## src/rtl/hazard_pkg.sv

```systemverilog
// Shared constants and types for the decode-stage hazard controller.
// No logic; imported by the interface, the divider sequencer and the top.
package hazard_pkg;
    localparam int REG_AW_DEFAULT = 6;
    localparam int HI_ADDR        = 32;
    localparam int LO_ADDR        = 33;

    typedef logic [REG_AW_DEFAULT-1:0] reg_addr_t;

    typedef enum logic {
        IDLE = 1'b0,
        BUSY = 1'b1
    } div_state_e;
endpackage

```

## src/rtl/hazard_ctrl_if.sv

```systemverilog
// Pipeline <-> hazard controller bundle: operand/destination info in, stall/bubble/divider status out.
// Optional perf counters appear only when HAZARD_PERF_EN is defined.
interface hazard_ctrl_if #(
    parameter int REG_AW = hazard_pkg::REG_AW_DEFAULT
);
    localparam int NREGS = 1 << REG_AW;

    logic              id_rs_en;
    logic [REG_AW-1:0] id_rs_addr;
    logic              id_rt_en;
    logic [REG_AW-1:0] id_rt_addr;
    logic              id_is_div;
    logic              ex_reg_en;
    logic [REG_AW-1:0] ex_reg_addr;
    logic              ex_is_load;
    logic              mem_reg_en;
    logic [REG_AW-1:0] mem_reg_addr;
    logic              mem_is_load;
    logic              div_start;
    logic [NREGS-1:0]  div_dest;
    logic              dcache_miss;
    logic              flush;

    logic              stall_if;
    logic              stall_id;
    logic              bubble_ex;
    logic              stall_ex;
    logic              stall_mem;
    logic              div_busy;
    logic              div_done;
`ifdef HAZARD_PERF_EN
    logic [31:0]       perf_lu_stalls;
    logic [31:0]       perf_div_stalls;
    logic [31:0]       perf_miss_cycles;
`endif

    modport master (
        output id_rs_en, id_rs_addr, id_rt_en, id_rt_addr, id_is_div,
               ex_reg_en, ex_reg_addr, ex_is_load,
               mem_reg_en, mem_reg_addr, mem_is_load,
               div_start, div_dest, dcache_miss, flush,
        input  stall_if, stall_id, bubble_ex, stall_ex, stall_mem, div_busy, div_done
`ifdef HAZARD_PERF_EN
        , perf_lu_stalls, perf_div_stalls, perf_miss_cycles
`endif
    );

    modport slave (
        input  id_rs_en, id_rs_addr, id_rt_en, id_rt_addr, id_is_div,
               ex_reg_en, ex_reg_addr, ex_is_load,
               mem_reg_en, mem_reg_addr, mem_is_load,
               div_start, div_dest, dcache_miss, flush,
        output stall_if, stall_id, bubble_ex, stall_ex, stall_mem, div_busy, div_done
`ifdef HAZARD_PERF_EN
        , perf_lu_stalls, perf_div_stalls, perf_miss_cycles
`endif
    );
endinterface

```

## src/rtl/div_sequencer.sv

```systemverilog
// Iterative-divider tracker: IDLE/BUSY FSM, down-counter and pending-write scoreboard.
// Latency: div_done pulses DIV_CYCLES cycles after div_start; scoreboard clears on the following edge.
// No backpressure: div_start while BUSY is ignored; flush/reset abort the divide.
module div_sequencer
    import hazard_pkg::*;
#(
    parameter int DIV_CYCLES = 32,
    parameter int NREGS      = 64
) (
    input  logic             clk,
    input  logic             rst_n,
    input  logic             i_flush,
    input  logic             i_div_start,
    input  logic [NREGS-1:0] i_div_dest,
    output logic [NREGS-1:0] o_pending,
    output logic             o_div_busy,
    output logic             o_div_done
);
    localparam int CNT_W = $clog2(DIV_CYCLES);

    div_state_e       r_state, w_state_nxt;
    logic [CNT_W-1:0] r_cnt, w_cnt_nxt;
    logic [NREGS-1:0] r_pending, w_pending_nxt;
    logic             w_last;

    assign w_last = (r_state == BUSY) && (r_cnt == '0);

    always_ff @(posedge clk) begin
        if (!rst_n) begin
            r_state   <= IDLE;
            r_cnt     <= '0;
            r_pending <= '0;
        end else begin
            r_state   <= w_state_nxt;
            r_cnt     <= w_cnt_nxt;
            r_pending <= w_pending_nxt;
        end
    end

    always_comb begin
        w_state_nxt   = r_state;
        w_cnt_nxt     = r_cnt;
        w_pending_nxt = r_pending;
        if (i_flush) begin
            w_state_nxt   = IDLE;
            w_cnt_nxt     = '0;
            w_pending_nxt = '0;
        end else if (r_state == IDLE) begin
            if (i_div_start) begin
                w_state_nxt   = BUSY;
                w_cnt_nxt     = CNT_W'(DIV_CYCLES - 1);
                // $zero can never be pending
                w_pending_nxt = r_pending | (i_div_dest & ~NREGS'(1));
            end
        end else begin
            if (w_last) begin
                w_state_nxt   = IDLE;
                w_pending_nxt = '0;
            end else begin
                w_cnt_nxt = r_cnt - CNT_W'(1);
            end
        end
    end

    assign o_pending  = r_pending;
    assign o_div_busy = rst_n && (r_state == BUSY);
    assign o_div_done = rst_n && !i_flush && w_last;
endmodule

```

## src/rtl/hazard_ctrl.sv

```systemverilog
// Decode interlock: load-use, divider scoreboard/structural hazards and cache-miss freeze; HAZARD_PERF_EN adds stall counters.
// Latency: stall/bubble outputs are combinational; divider state updates on the clock edge.
// Backpressure: flush/reset force all stalls low, dcache_miss freezes all stages and masks hazard stalls.
module hazard_ctrl
    import hazard_pkg::*;
#(
    parameter int DIV_CYCLES   = 32,
    parameter int MEM_LOAD_FWD = 1,
    parameter int REG_AW       = REG_AW_DEFAULT
) (
    input  logic         clk,
    input  logic         rst_n,
    hazard_ctrl_if.slave bus
);
    localparam int   NREGS     = 1 << REG_AW;
    localparam logic MEM_STALL = (MEM_LOAD_FWD == 0);

    logic [NREGS-1:0] w_pending;
    logic             w_div_busy, w_div_done;
    logic             w_rs_hit, w_rt_hit, w_ex_ld, w_mem_ld;
    logic             w_lu, w_sb, w_struct, w_hazard, w_active;
    logic             w_stall_if, w_stall_id, w_bubble_ex, w_stall_ex, w_stall_mem;

    div_sequencer #(
        .DIV_CYCLES (DIV_CYCLES),
        .NREGS      (NREGS)
    ) u_div_seq (
        .clk         (clk),
        .rst_n       (rst_n),
        .i_flush     (bus.flush),
        .i_div_start (bus.div_start),
        .i_div_dest  (bus.div_dest),
        .o_pending   (w_pending),
        .o_div_busy  (w_div_busy),
        .o_div_done  (w_div_done)
    );

    assign w_rs_hit = bus.id_rs_en && (bus.id_rs_addr != '0);
    assign w_rt_hit = bus.id_rt_en && (bus.id_rt_addr != '0);
    assign w_ex_ld  = bus.ex_reg_en && bus.ex_is_load;
    assign w_mem_ld = MEM_STALL && bus.mem_reg_en && bus.mem_is_load;

    assign w_lu = (w_rs_hit && ((w_ex_ld  && (bus.ex_reg_addr  == bus.id_rs_addr)) ||
                                (w_mem_ld && (bus.mem_reg_addr == bus.id_rs_addr)))) ||
                  (w_rt_hit && ((w_ex_ld  && (bus.ex_reg_addr  == bus.id_rt_addr)) ||
                                (w_mem_ld && (bus.mem_reg_addr == bus.id_rt_addr))));
    // Pending bits stay set through the div_done cycle, so ID is released one cycle later
    assign w_sb     = (w_rs_hit && w_pending[bus.id_rs_addr]) ||
                      (w_rt_hit && w_pending[bus.id_rt_addr]);
    assign w_struct = bus.id_is_div && w_div_busy;
    assign w_hazard = w_lu || w_sb || w_struct;
    assign w_active = rst_n && !bus.flush;

    always_comb begin
        w_stall_if  = 1'b0;
        w_stall_id  = 1'b0;
        w_bubble_ex = 1'b0;
        w_stall_ex  = 1'b0;
        w_stall_mem = 1'b0;
        if (w_active) begin
            if (bus.dcache_miss) begin
                w_stall_if  = 1'b1;
                w_stall_id  = 1'b1;
                w_stall_ex  = 1'b1;
                w_stall_mem = 1'b1;
            end else begin
                w_stall_if  = w_hazard;
                w_stall_id  = w_hazard;
                w_bubble_ex = w_hazard;
            end
        end
    end

    assign bus.stall_if  = w_stall_if;
    assign bus.stall_id  = w_stall_id;
    assign bus.bubble_ex = w_bubble_ex;
    assign bus.stall_ex  = w_stall_ex;
    assign bus.stall_mem = w_stall_mem;
    assign bus.div_busy  = w_div_busy;
    assign bus.div_done  = w_div_done;

`ifdef HAZARD_PERF_EN
    logic [31:0] r_perf_lu, r_perf_div, r_perf_miss;
    logic        w_hz_live;

    assign w_hz_live = w_active && !bus.dcache_miss;

    always_ff @(posedge clk) begin
        if (!rst_n) begin
            r_perf_lu   <= '0;
            r_perf_div  <= '0;
            r_perf_miss <= '0;
        end else begin
            if (w_hz_live && w_lu && !(&r_perf_lu))
                r_perf_lu <= r_perf_lu + 32'd1;
            if (w_hz_live && (w_sb || w_struct) && !(&r_perf_div))
                r_perf_div <= r_perf_div + 32'd1;
            if (w_active && bus.dcache_miss && !(&r_perf_miss))
                r_perf_miss <= r_perf_miss + 32'd1;
        end
    end

    assign bus.perf_lu_stalls   = r_perf_lu;
    assign bus.perf_div_stalls  = r_perf_div;
    assign bus.perf_miss_cycles = r_perf_miss;
`endif
endmodule
```

## src/flat_wrapper.sv

```systemverilog
// flat-port wrapper written by rule: the top's interface ports become plain ports
module hazard_ctrl_flat import hazard_pkg::*;
#(
    parameter int DIV_CYCLES   = 32,
    parameter int MEM_LOAD_FWD = 1,
    parameter int REG_AW       = REG_AW_DEFAULT
)
  (clk, rst_n, bus_id_rs_en, bus_id_rs_addr, bus_id_rt_en, bus_id_rt_addr, bus_id_is_div, bus_ex_reg_en, bus_ex_reg_addr, bus_ex_is_load, bus_mem_reg_en, bus_mem_reg_addr, bus_mem_is_load, bus_div_start, bus_div_dest, bus_dcache_miss, bus_flush, bus_stall_if, bus_stall_id, bus_bubble_ex, bus_stall_ex, bus_stall_mem, bus_div_busy, bus_div_done);
  hazard_ctrl_if #(.REG_AW(REG_AW)) bus_i ();
  input  logic clk;
  input  logic rst_n;
  input wire logic [$bits(bus_i.id_rs_en)-1:0] bus_id_rs_en;
  input wire logic [$bits(bus_i.id_rs_addr)-1:0] bus_id_rs_addr;
  input wire logic [$bits(bus_i.id_rt_en)-1:0] bus_id_rt_en;
  input wire logic [$bits(bus_i.id_rt_addr)-1:0] bus_id_rt_addr;
  input wire logic [$bits(bus_i.id_is_div)-1:0] bus_id_is_div;
  input wire logic [$bits(bus_i.ex_reg_en)-1:0] bus_ex_reg_en;
  input wire logic [$bits(bus_i.ex_reg_addr)-1:0] bus_ex_reg_addr;
  input wire logic [$bits(bus_i.ex_is_load)-1:0] bus_ex_is_load;
  input wire logic [$bits(bus_i.mem_reg_en)-1:0] bus_mem_reg_en;
  input wire logic [$bits(bus_i.mem_reg_addr)-1:0] bus_mem_reg_addr;
  input wire logic [$bits(bus_i.mem_is_load)-1:0] bus_mem_is_load;
  input wire logic [$bits(bus_i.div_start)-1:0] bus_div_start;
  input wire logic [$bits(bus_i.div_dest)-1:0] bus_div_dest;
  input wire logic [$bits(bus_i.dcache_miss)-1:0] bus_dcache_miss;
  input wire logic [$bits(bus_i.flush)-1:0] bus_flush;
  output wire logic [$bits(bus_i.stall_if)-1:0] bus_stall_if;
  output wire logic [$bits(bus_i.stall_id)-1:0] bus_stall_id;
  output wire logic [$bits(bus_i.bubble_ex)-1:0] bus_bubble_ex;
  output wire logic [$bits(bus_i.stall_ex)-1:0] bus_stall_ex;
  output wire logic [$bits(bus_i.stall_mem)-1:0] bus_stall_mem;
  output wire logic [$bits(bus_i.div_busy)-1:0] bus_div_busy;
  output wire logic [$bits(bus_i.div_done)-1:0] bus_div_done;
  assign bus_i.id_rs_en = bus_id_rs_en;
  assign bus_i.id_rs_addr = bus_id_rs_addr;
  assign bus_i.id_rt_en = bus_id_rt_en;
  assign bus_i.id_rt_addr = bus_id_rt_addr;
  assign bus_i.id_is_div = bus_id_is_div;
  assign bus_i.ex_reg_en = bus_ex_reg_en;
  assign bus_i.ex_reg_addr = bus_ex_reg_addr;
  assign bus_i.ex_is_load = bus_ex_is_load;
  assign bus_i.mem_reg_en = bus_mem_reg_en;
  assign bus_i.mem_reg_addr = bus_mem_reg_addr;
  assign bus_i.mem_is_load = bus_mem_is_load;
  assign bus_i.div_start = bus_div_start;
  assign bus_i.div_dest = bus_div_dest;
  assign bus_i.dcache_miss = bus_dcache_miss;
  assign bus_i.flush = bus_flush;
  assign bus_stall_if = bus_i.stall_if;
  assign bus_stall_id = bus_i.stall_id;
  assign bus_bubble_ex = bus_i.bubble_ex;
  assign bus_stall_ex = bus_i.stall_ex;
  assign bus_stall_mem = bus_i.stall_mem;
  assign bus_div_busy = bus_i.div_busy;
  assign bus_div_done = bus_i.div_done;
  hazard_ctrl #(.DIV_CYCLES(DIV_CYCLES), .MEM_LOAD_FWD(MEM_LOAD_FWD), .REG_AW(REG_AW)) u_core (.clk(clk), .rst_n(rst_n), .bus(bus_i));
endmodule
```

## config.mk

```make
export PLATFORM = sky130hd
export DESIGN_NAME = hazard_ctrl_flat
export DESIGN_NICKNAME = d
export VERILOG_FILES = /design/src/rtl/hazard_pkg.sv /design/src/rtl/hazard_ctrl_if.sv /design/src/rtl/div_sequencer.sv /design/src/rtl/hazard_ctrl.sv /design/src/flat_wrapper.sv
export SDC_FILE = /design/constraint.sdc
export NUM_CORES = 1
export LEC_CHECK = 0
export BUFFER_PORTS_ARGS = -buffer_cell sky130_fd_sc_hd__buf_4
export CAP_MARGIN = 20
export CORE_MARGIN = 2
export CORE_UTILIZATION = 52
export DETAILED_ROUTE_END_ITERATION = 12
export GPL_ROUTABILITY_DRIVEN = 0
export MAX_ROUTING_LAYER = met4
export PLACE_DENSITY = 0.8
export SLEW_MARGIN = 0
export SYNTH_ARGS = -nofsm -noshare
export SYNTH_HDL_FRONTEND = slang
export SYNTH_SLANG_ARGS = --single-unit
```

## constraint.sdc

```tcl
create_clock -name clk -period 4.88 [get_ports clk]
set_clock_uncertainty 0.05 [all_clocks]
set_input_delay 1.22 -clock clk [delete_from_list [all_inputs] [get_ports clk]]
set_output_delay 1.22 -clock clk [all_outputs]
set_load 0.01 [all_outputs]
```

==> reports/summary.log <==
[run_status] status finished, final reports clean
[logic_synthesis] number of distinct library cells after synthesis 44
[floorplanning] effective utilization at floorplan 53.2%
[floorplanning] die span in x 87.2 microns
[timing] Hold Violations, Final 0
[grt] GRT Util Overall 26.6%
[timing] worst relative slew slack 29.1%
[min_path] worst min-delay path category flip-flop to flip-flop
[grt] via count of the first global-routing pass 3237
[detailed_routing] vias per cell 6.10
[logic_synthesis] count leader, synth dfxtp_1
[layout] ratio of cells with drive above 1 in the final layout 28.3%
[detailed_routing] wire length after detailed routing 9370 microns
[power] peak ir drop on the vdd network 0.179 mV
[timing] Worst Setup Slack, final 0.214 ns
[clock_network] Worst-path clk slew 0.07 ns
[floorplanning] vertical die dimension 87.2 microns
[timing] number of setup violations in the final report 0
[clock_network] CTS tree built
[worst_setup_path] required time at the endpoint of the critical path 3.61 ns
[worst_setup_path] largest fanout on the critical path 21
[worst_setup_path] crit path kind primary input to output pin
[detailed_routing] Iter 0 DRT Violations 190
[logic_synthesis] Yosys reg bits 69
[layout] non-filler cells, final 536
[clock_network] Skew-Pair Late Insertion Delay 0.35 ns
[worst_setup_path] Worst setup EP type output pin
[clock_network] number of instances resized during post-cts repair 0
[placed_design] placed instance count 521
[layout] filler cell count 564
[layout] FF+latch area 1380 sq um
[floorplanning] number of rows created at floorplan 30
[logic_synthesis] number of instances in the synthesized netlist 367
[detailed_routing] Initial DRT Pass Iterations 5
[logic_synthesis] nets in the synthesized netlist 469
[logic_synthesis] proportion of netlist area held by the largest area contributor 38.4%
[placed_design] number of port buffers 97
[power] overall power after layout 1.26 mW
[clock_network] # hold bufs at CTS 0
[power] power per cell area 281 nW/um^2
[worst_setup_path] CP Cell Sequence buf_4, mux4_1, o22ai_1, a2111o_1, nand4_1, o211ai_2, nand4_1, o21a_1, buf_4
[clock_network] number of levels in the clock H-tree 3
[job] number of violations of the max-capacitance limit 0
[timing] top achievable clock speed 214 MHz
[worst_setup_path] family of cells with the greatest summed delay on the critical path compound AO/OA/AOI/OAI gates
[logic_synthesis] Syn. warnings 0
[grt] pin count of the biggest net entering global routing 52
[grt] first-pass GRT wire length 15100 microns
[placed_design] half-perimeter wire length after detailed placement 6810 microns
[timing] share of the clock period used by the worst path 95.6%
[clock_network] root buffer cell clkbuf_8
[floorplanning] boundary pin count 107
[detailed_routing] final routed wire length divided by cell count 17.5 microns
[power] LEAKAGE 1.92 nW
[clock_network] postcts setup bufs 0
[logic_synthesis] syn avg cell area 9.80 sq um
[logic_synthesis] Cell Area, Synth 3600 sq um
[timing] max-slew violation count 0
[logic_synthesis] proportion of register bits with asynchronous set or reset after synthesis 0%
[layout] nets 554
[worst_setup_path] Critical path buffers and inverters 2
[logic_synthesis] register area share after synthesis 38.4%
[timing] post-route minimum period 4.67 ns
[worst_setup_path] CP arrival 3.40 ns
[worst_setup_path] Critical-path top delay cell mux4_1
[logic_synthesis] number of enable-type register cells in the synthesized netlist 0
[floorplanning] area of the core region 6760 sq um
[grt] total congestion overflow 0
[timing] slew at the pin closest to its max-slew limit 1.06 ns
[clock_network] # clock sinks 69
[layout] antenna fix cells 0
[grt] number of antenna violations at the first check in global routing 0
[logic_synthesis] most frequently used flop master after synthesis dfxtp_1
[logic_synthesis] cell taking the most area after synthesis dfxtp_1
[layout] area of the multi-input gates 2050 sq um
[logic_synthesis] Area contributors post-synth dfxtp_1, mux4_1, a21oi_1, mux4_2, mux2i_1
[timing] sum of negative setup slack 0 ns
[floorplanning] die footprint 7600 sq um
[detailed_routing] count of antenna-violating nets left after detailed routing 0
[layout] post-synthesis to final-layout area growth 24.8%
[logic_synthesis] Post-synth top cells dfxtp_1, a21oi_1, nor2_1
[detailed_routing] detailed-route DRC error count 0
[placed_design] minimum setup slack after placement 0.237 ns
[timing] unrepaired setup endpoints after global routing false
[layout] Util after Layout 66.4%
[worst_setup_path] CP max stage delay 0.65 ns
[detailed_routing] Vias 3269
[clock_network] Longest Clk Path Bufs 2
[clock_network] cts bufs inserted 9
[worst_setup_path] critical path launch point type primary input
==> through the flow <==
stage	cell area, sq um	hold WS [ns]
2_1_floorplan	3600	0.395
6_report	4490	0.446
4_1_cts	4490	0.444
3_3_place_gp	4310	0.409
3_5_place_dp	4310	0.425
5_1_grt	4490	0.464
==> report_power, final <==
part	total, mW	switching [mW]	internal [mW]	leakage (nW)
Sequential	0.604	0.0188	0.586	0.562
Clock	0.442	0.212	0.230	0.0919
Combinational	0.216	0.102	0.114	1.27
==> cells by family after synthesis <==
| group | after synthesis | synth area share [%] |
|---|---|---|
| simple gates | 110 | 14.3 |
| buf+inv | 33 | 4.70 |
| fa+ha+maj | 2 | 0.696 |
| mux | 47 | 22.8 |
| compound gates | 93 | 16.0 |
| flops | 69 | 38.4 |
| xor+xnor | 13 | 3.17 |
==> cell usage in the layout (no fill, tap or decap), types with 5 or more instances in the layout <==
master / synthesis / routed
nand2b_1: 5 / 5
clkbuf_8: 0 / 9
mux4_1: 13 / 13
inv_1: 7 / 7
xor2_1: 9 / 9
buf_4: 5 / 100
a21oi_1: 61 / 61
nand2_1: 12 / 12
a22o_1: 13 / 13
mux4_2: 11 / 11
nand4_1: 6 / 6
dfxtp_1: 69 / 69
nor2_1: 61 / 61
mux2i_1: 23 / 23
==> layout make-up <==
class / instances / area share (%)
clock buffer: 10 / 2.84
clock inverter: 5 / 1.17
inverter: 7 / 0.585
multi-input combinational: 265 / 45.7
sequential: 69 / 30.8
tap: 80 / 2.23
timing repair buffer: 100 / 16.7
==> path summary, 6_finish.rpt <==
check / start / to / slack [ns] / cells past startpoint
max reg2reg: u_core.u_div_seq.r_cnt[0]$_SDFFE_PP0P_ / u_core.u_div_seq.o_pending[13]$_SDFFE_PP0P_ / 2.57 / 7
max: bus_id_rt_addr[0] / bus_stall_if / 0.21 / 9
min: u_core.u_div_seq.o_pending[2]$_SDFFE_PP0P_ / u_core.u_div_seq.o_pending[2]$_SDFFE_PP0P_ / 0.45 / 2
min reg2reg: u_core.u_div_seq.o_pending[2]$_SDFFE_PP0P_ / u_core.u_div_seq.o_pending[2]$_SDFFE_PP0P_ / 0.45 / 2
==> metal layers <==
| metal | share of wire [%] | GRT usage, % | vias up |
|---|---|---|---|
| li1 | - | - | 1541 |
| met1 | 42 | 32.6 | 1553 |
| met2 | 48 | 42.3 | 155 |
| met3 | 8.3 | 6.73 | 20 |
| met4 | 1.9 | 10.5 | 0 |
| met5 | 0 | - | - |
==> flip-flops by register name, summed over array words and instances, names as in the netlist <==
signal	cells
u_core.u_div_seq.r_cnt	5
u_core.u_div_seq.r_state	1
u_core.u_div_seq.o_pending	63
==> worst register-to-register path: cells and delay by family, from the launching register on <==
family                     cells  cell delay, ns
DFF                            1            0.33
buffers and inverters          2            0.51
adders and majority gates      1            0.15
and+or+nand+nor                4            1.13
Power figures use the tool's default switching activity.
